--- src/rtl/mem_bus_pkg.sv ---
// Shared definitions for the native valid/ready memory bus: widths,
// arbiter state encoding and the default error read data.
package mem_bus_pkg;

    localparam int ADDR_W = 32;
    localparam int DATA_W = 32;
    localparam int STRB_W = 4;

    // Read data handed back to a master whose transaction was cut off by the watchdog
    localparam logic [DATA_W-1:0] ERR_RDATA_DEF = 32'hDEAD_BEEF;

    typedef enum logic {
        ST_IDLE = 1'b0,
        ST_BUSY = 1'b1
    } arb_state_e;

endpackage : mem_bus_pkg

--- src/rtl/mem_arbiter2.sv ---
// Two-master round-robin arbiter in front of a single native-handshake
// memory port. The grant is locked for the whole transaction, and an
// optional watchdog completes transactions the slave never acknowledges.
module mem_arbiter2
    import mem_bus_pkg::*;
#(
    parameter int unsigned        TIMEOUT   = 64,
    parameter logic [DATA_W-1:0]  ERR_RDATA = ERR_RDATA_DEF
) (
    input  logic              clk,
    input  logic              rst,

    input  logic              m0_valid,
    output logic              m0_ready,
    input  logic [ADDR_W-1:0] m0_addr,
    input  logic [DATA_W-1:0] m0_wdata,
    input  logic [STRB_W-1:0] m0_wstrb,
    output logic [DATA_W-1:0] m0_rdata,

    input  logic              m1_valid,
    output logic              m1_ready,
    input  logic [ADDR_W-1:0] m1_addr,
    input  logic [DATA_W-1:0] m1_wdata,
    input  logic [STRB_W-1:0] m1_wstrb,
    output logic [DATA_W-1:0] m1_rdata,

    output logic              s_valid,
    input  logic              s_ready,
    output logic [ADDR_W-1:0] s_addr,
    output logic [DATA_W-1:0] s_wdata,
    output logic [STRB_W-1:0] s_wstrb,
    input  logic [DATA_W-1:0] s_rdata,

    output logic              err,
    output logic              err_id
);

    // Watchdog counter width; kept at least one bit wide when the watchdog is disabled
    localparam int unsigned     TW        = (TIMEOUT > 0) ? $clog2(TIMEOUT + 1) : 1;
    localparam logic [TW-1:0]   TCNT_LAST = TW'((TIMEOUT > 0) ? (TIMEOUT - 1) : 0);
    localparam bit              WD_EN     = (TIMEOUT > 0);

    // Round robin: a lone requester wins; on a tie the one not served last wins
    function automatic logic rr_pick(input logic v0, input logic v1, input logic last_id);
        return (v0 && v1) ? ~last_id : v1;
    endfunction

    arb_state_e        state_q;
    logic              gnt_q;
    logic              last_q;
    logic [TW-1:0]     tcnt_q;
    logic              err_q;
    logic              err_id_q;

    logic              busy_s;
    logic              ack_s;
    logic              timeout_s;
    logic              done_s;
    logic              gnt_d;
    logic [DATA_W-1:0] rsp_data_s;

    // Completion decode: a slave ack always wins over a simultaneous watchdog expiry
    always_comb begin
        busy_s     = (state_q == ST_BUSY);
        ack_s      = busy_s && s_ready;
        timeout_s  = WD_EN && busy_s && !s_ready && (tcnt_q == TCNT_LAST);
        done_s     = ack_s || timeout_s;
        gnt_d      = rr_pick(m0_valid, m1_valid, last_q);
        rsp_data_s = timeout_s ? ERR_RDATA : s_rdata;
    end

    // Master-side responses; only the granted master ever sees ready
    always_comb begin
        m0_ready = done_s && !gnt_q;
        m1_ready = done_s &&  gnt_q;
        m0_rdata = (!gnt_q) ? rsp_data_s : s_rdata;
        m1_rdata = ( gnt_q) ? rsp_data_s : s_rdata;
    end

    // Slave-side mux driven purely by the registered state and grant, zero when idle
    always_comb begin
        s_valid = busy_s;
        if (busy_s) begin
            s_addr  = gnt_q ? m1_addr  : m0_addr;
            s_wdata = gnt_q ? m1_wdata : m0_wdata;
            s_wstrb = gnt_q ? m1_wstrb : m0_wstrb;
        end else begin
            s_addr  = {ADDR_W{1'b0}};
            s_wdata = {DATA_W{1'b0}};
            s_wstrb = {STRB_W{1'b0}};
        end
    end

    assign err    = err_q;
    assign err_id = err_id_q;

    // Arbitration FSM with watchdog counter and error pulse/id registers
    always_ff @(posedge clk) begin
        if (rst) begin
            state_q  <= ST_IDLE;
            gnt_q    <= 1'b0;
            last_q   <= 1'b1;
            tcnt_q   <= '0;
            err_q    <= 1'b0;
            err_id_q <= 1'b0;
        end else begin
            err_q <= 1'b0;
            case (state_q)
                ST_IDLE: begin
                    tcnt_q <= '0;
                    if (m0_valid || m1_valid) begin
                        gnt_q   <= gnt_d;
                        state_q <= ST_BUSY;
                    end else begin
                        state_q <= ST_IDLE;
                    end
                end
                ST_BUSY: begin
                    if (done_s) begin
                        state_q <= ST_IDLE;
                        last_q  <= gnt_q;
                        tcnt_q  <= '0;
                        if (timeout_s) begin
                            err_q    <= 1'b1;
                            err_id_q <= gnt_q;
                        end else begin
                            err_id_q <= err_id_q;
                        end
                    end else begin
                        tcnt_q <= tcnt_q + TW'(1'b1);
                    end
                end
                default: begin
                    state_q <= ST_IDLE;
                    tcnt_q  <= '0;
                end
            endcase
        end
    end

endmodule : mem_arbiter2

--- config.mk ---
export PLATFORM = sky130hd
export DESIGN_NAME = mem_arbiter2
export DESIGN_NICKNAME = d
export VERILOG_FILES = /design/src/rtl/mem_bus_pkg.sv /design/src/rtl/mem_arbiter2.sv
export SDC_FILE = /design/constraint.sdc
export NUM_CORES = 1
export LEC_CHECK = 0
export CAP_MARGIN = 20
export CORE_AREA = 2 2 122 124
export DETAILED_ROUTE_END_ITERATION = 7
export DIE_AREA = 0 0 124 126
export PLACE_DENSITY = 0.62
export SLEW_MARGIN = 10
export SYNTH_ARGS = -nofsm -noshare
export SYNTH_HDL_FRONTEND = slang
export SYNTH_SLANG_ARGS = --single-unit
--- constraint.sdc ---
create_clock -name clk -period 2.05 [get_ports clk]
set_input_delay 0.3075 -clock clk [delete_from_list [all_inputs] [get_ports clk]]
set_output_delay 0.3075 -clock clk [all_outputs]
set_load 0.02 [all_outputs]
==> impl_results.md <==
* Status: finished with violations
* Violated checks: negative setup slack
* Critical Path Sink: m1_rdata[22]
* Slack of the worst reg-to-reg path at about 0.36 ns
* # hold bufs at CTS at 0
* Number of buffers on the longest clock path at 2
* Maximum number of pins on one net before global-route repair at 55
* Capturing point of the worst reg2reg path: s_valid
* Number of warnings reported in the yosys synthesis log at 0
* Final net count at 807
* Data arrival time of the critical path at between 1.5 and 2 ns
* Count of flip-flops with a built-in enable after synthesis at 0
* Startpoint of the worst-slack reg-to-reg timing path: tcnt_q[1]
* Area Overhead vs Synth at 212%
* Final clock period utilization by the worst path at 109%
* TritonCTS Buffers at 3
* Highest net fanout along the worst path at 5
* WS Path Type: reg2out
* Leakage Power at ~0.0029 uW
* Worst-skew pair later-pin latency at 0.23 ns
* Critical path launch point: tcnt_q[1]
* Setup clock skew after layout at between 0.001 and 0.0015 ns
* Std-Cell Core Area at between 10,000 and 15,000 sq um
* Number of H-tree branching levels at 1
* Vias in the first global route at around 3,500
* Predominant post-synthesis flop cell: dfxtp_1
* Synthesized area divided by synthesized cell count at slightly above 7 sq um
* Vertical die dimension at 126 um
* Estimated wirelength of the detail-placed design at about 9800 um
* FMAX at 0.449 GHz
* Critical path buffers and inverters at 2
* TritonCTS clock tree: built
* Sum of routed wire length over all layers at 13,100 um
* Antenna Violating Nets Remaining at 0
* Slowest cell on the critical path: or4_4
* Average routed wire per standard cell at about 16 um
* Yosys cell types at 34
* Max Slew Vio Count at 0
* Element type at the critical path start: flop
* Setup repair after global routing missed its margin: yes
* Slew HR at ~64%
* Number of antenna violations at the first check in global routing at 0
* Largest voltage drop on the vdd net at between 0.3 and 0.4 mV
* Clock input transition at the sequential cells of the worst setup and hold paths at roughly 0.040 ns
* Minimum hold slack at roughly 0.50 ns
* Overall Global Routing Usage at 15.1%
* Number of sinks on the clock net at 12
* DRC Markers at 0
* Minimum setup slack in the final design at -0.178 ns
* Endpoints failing hold at 0
* Drt first-iter violations at 71
* Final setup violating endpoints at between 60 and 70
* Root Driver: clkbuf_16
* Fraction of layout cells with a size suffix above 1 at 32.0%
* Logic depth of the worst setup path including buffers at 6
* Number of flip-flops and latches in the synthesized netlist at 12
* Worst Path Required at ~1.7 ns
* RD Place Congestion at approximately 0.83
* Register-to-Register Path Depth at 7
* Crit end category: primary output
* Mean number of vias per cell at 4.14
* Count of buffers from port buffering at 309
* Die X at roughly 120 um
* Share of synthesized flip-flops with an asynchronous set or reset at 0%
* Delay of the slowest cell on the worst path at 0.50 ns
* Drt first pass iters at 4
* Filler cells at between 1,000 and 1,500
* Critical path cell sequence: ha_4 > nand3b_4 > or4_4 > bufbuf_16 > and2_4 > buf_2
* Synth Cell Area at 2010 sq um
* Antenna fix cells at 0
* GRT overflow at 0
* Ratio of total power to cell area at ~310 nW/um^2
* Net count after synthesis at around 450
* Ports at between 300 and 400
* Initial core utilization at 14.0%
* Share of synthesized area occupied by flip-flops and latches at between 10% and 20%
* Class of the most critical hold timing path: reg2reg
* Routed via count at 3,382
* Cell family with the largest share of critical-path delay: simple AND/OR/NAND/NOR gates
* Global-route wire length before repair at 18,500 um
* Number of rows in the core area at 44
* Final core utilization at a little over two fifths
* Total Die Area at roughly 16,000 sq um
* Gate count after technology mapping at 280
* Maximum capacitance violations at 0
* Worst slew pin tran at approximately 0.54 ns
* Clock period minus final worst setup slack at roughly 2.2 ns
[layout by cell type (no fill, tap or decap), drive strengths merged, types with 10 or more instances in the layout]
cell type	synthesis	routed
and2	10	10
buf	12	122
clkdlybuf4s50	0	174
dfxtp	12	12
dlygate4sd2	0	68
mux2i	69	69
nand2b	23	23
nor2	73	73
nor2b	11	11
or2	25	25
[sequential cells by signal, summed over array words and instances, names as in the netlist]
register,cells
tcnt_q,7
err,1
err_id,1
gnt_q,1
last_q,1
s_valid,1
[tightest hold or removal path, cell delays in order (launching register included)]
cell and delay [ns]:
dfxtp_1 0.32, o31ai_1 0.07, a21oi_1 0.06
[how the worst min path moves through the flow]
| stage | startpoint | to | slack (ns) | cells after the start |
|---|---|---|---|---|
| after floorplan | rst | err_id | 0.38 | 1 |
| after global placement | err_id | err_id | 0.47 | 2 |
| final | err_id | err_id | 0.50 | 2 |
| after CTS | err_id | err_id | 0.49 | 2 |
| after detailed placement | err_id | err_id | 0.48 | 2 |
| after global routing | err_id | err_id | 0.51 | 2 |
[cell families (layout without fill, tap and decap cells)]
family / count (synthesis) / in the layout / synth area share (%)
fa+ha+maj: 1 / 1 / 0.622
mux: 69 / 69 / 34.3
buf+inv: 26 / 377 / 5.91
simple gates: 160 / 161 / 42.9
flops: 12 / 12 / 11.9
xor+xnor: 3 / 3 / 1.31
compound gates: 9 / 9 / 2.99
[per-layer routing]
metal	track usage (%)	vias up	routed length, um
met5	0	-	0
met4	3.30	0	284
met3	3.35	16	1280
met2	31.5	203	7120
met1	14.5	1533	4370
li1	-	1630	-
[cell usage after synthesis, drive strengths merged, types with 2 or more instances]
| cell | instances | share of area, % |
|---|---|---|
| a21oi | 2 | 0.50 |
| and2 | 10 | 4.1 |
| buf | 12 | 3.2 |
| clkbuf | 10 | 1.9 |
| dfxtp | 12 | 12 |
| inv | 4 | 0.75 |
| mux2i | 69 | 34 |
| nand2 | 5 | 0.93 |
| nand2b | 23 | 7.2 |
| nand3 | 4 | 1.6 |
| nand3b | 2 | 0.93 |
| nor2 | 73 | 14 |
| nor2b | 11 | 3.4 |
| o21ai | 2 | 0.50 |
| o31ai | 2 | 0.75 |
| or2 | 25 | 7.8 |
| or2b | 2 | 0.75 |
| xor2 | 2 | 0.87 |
[per-stage QoR]
step,std cells,total power (uW),setup WS (ns),cell area [sq um],TNS (ns)
floorplan,280,808,0.110,2010,0
global placement,779,1610,-0.489,5530,-27.80
detailed placement,779,1620,-0.540,5530,-28.86
CTS,810,1950,-0.173,6170,-4.02
global route,816,2080,-0.224,6280,-10.38
finish,816,1970,-0.178,6280,-5.72
[power breakdown]
| part | internal (uW) | switching [uW] | total, uW | leakage (uW) |
|---|---|---|---|---|
| logic | 766 | 600 | 1370 | 0.00279 |
| clock network | 261 | 94.0 | 355 | 0.0000382 |
| registers | 241 | 6.85 | 248 | 0.000101 |
| total | 1270 | 700 | 1970 | 0.00293 |
[final cells by class]
class	instances	area, sq um	share of cell area (%)
clock buffers	4	78.8	1.25
inverters	4	15.0	0.239
repair buffers	369	3780	60.2
flip-flops and latches	12	251	4.00
multi-input cells	243	1930	30.7
well taps	184	230	3.67
[what timing repair did]
action	in CTS	in global routing
cloned	8	1
setup endpoints to repair	133	78
pin swaps	5	3
buffers inserted	19	6
resized for setup	492	25
Power figures use the tool's default switching activity.
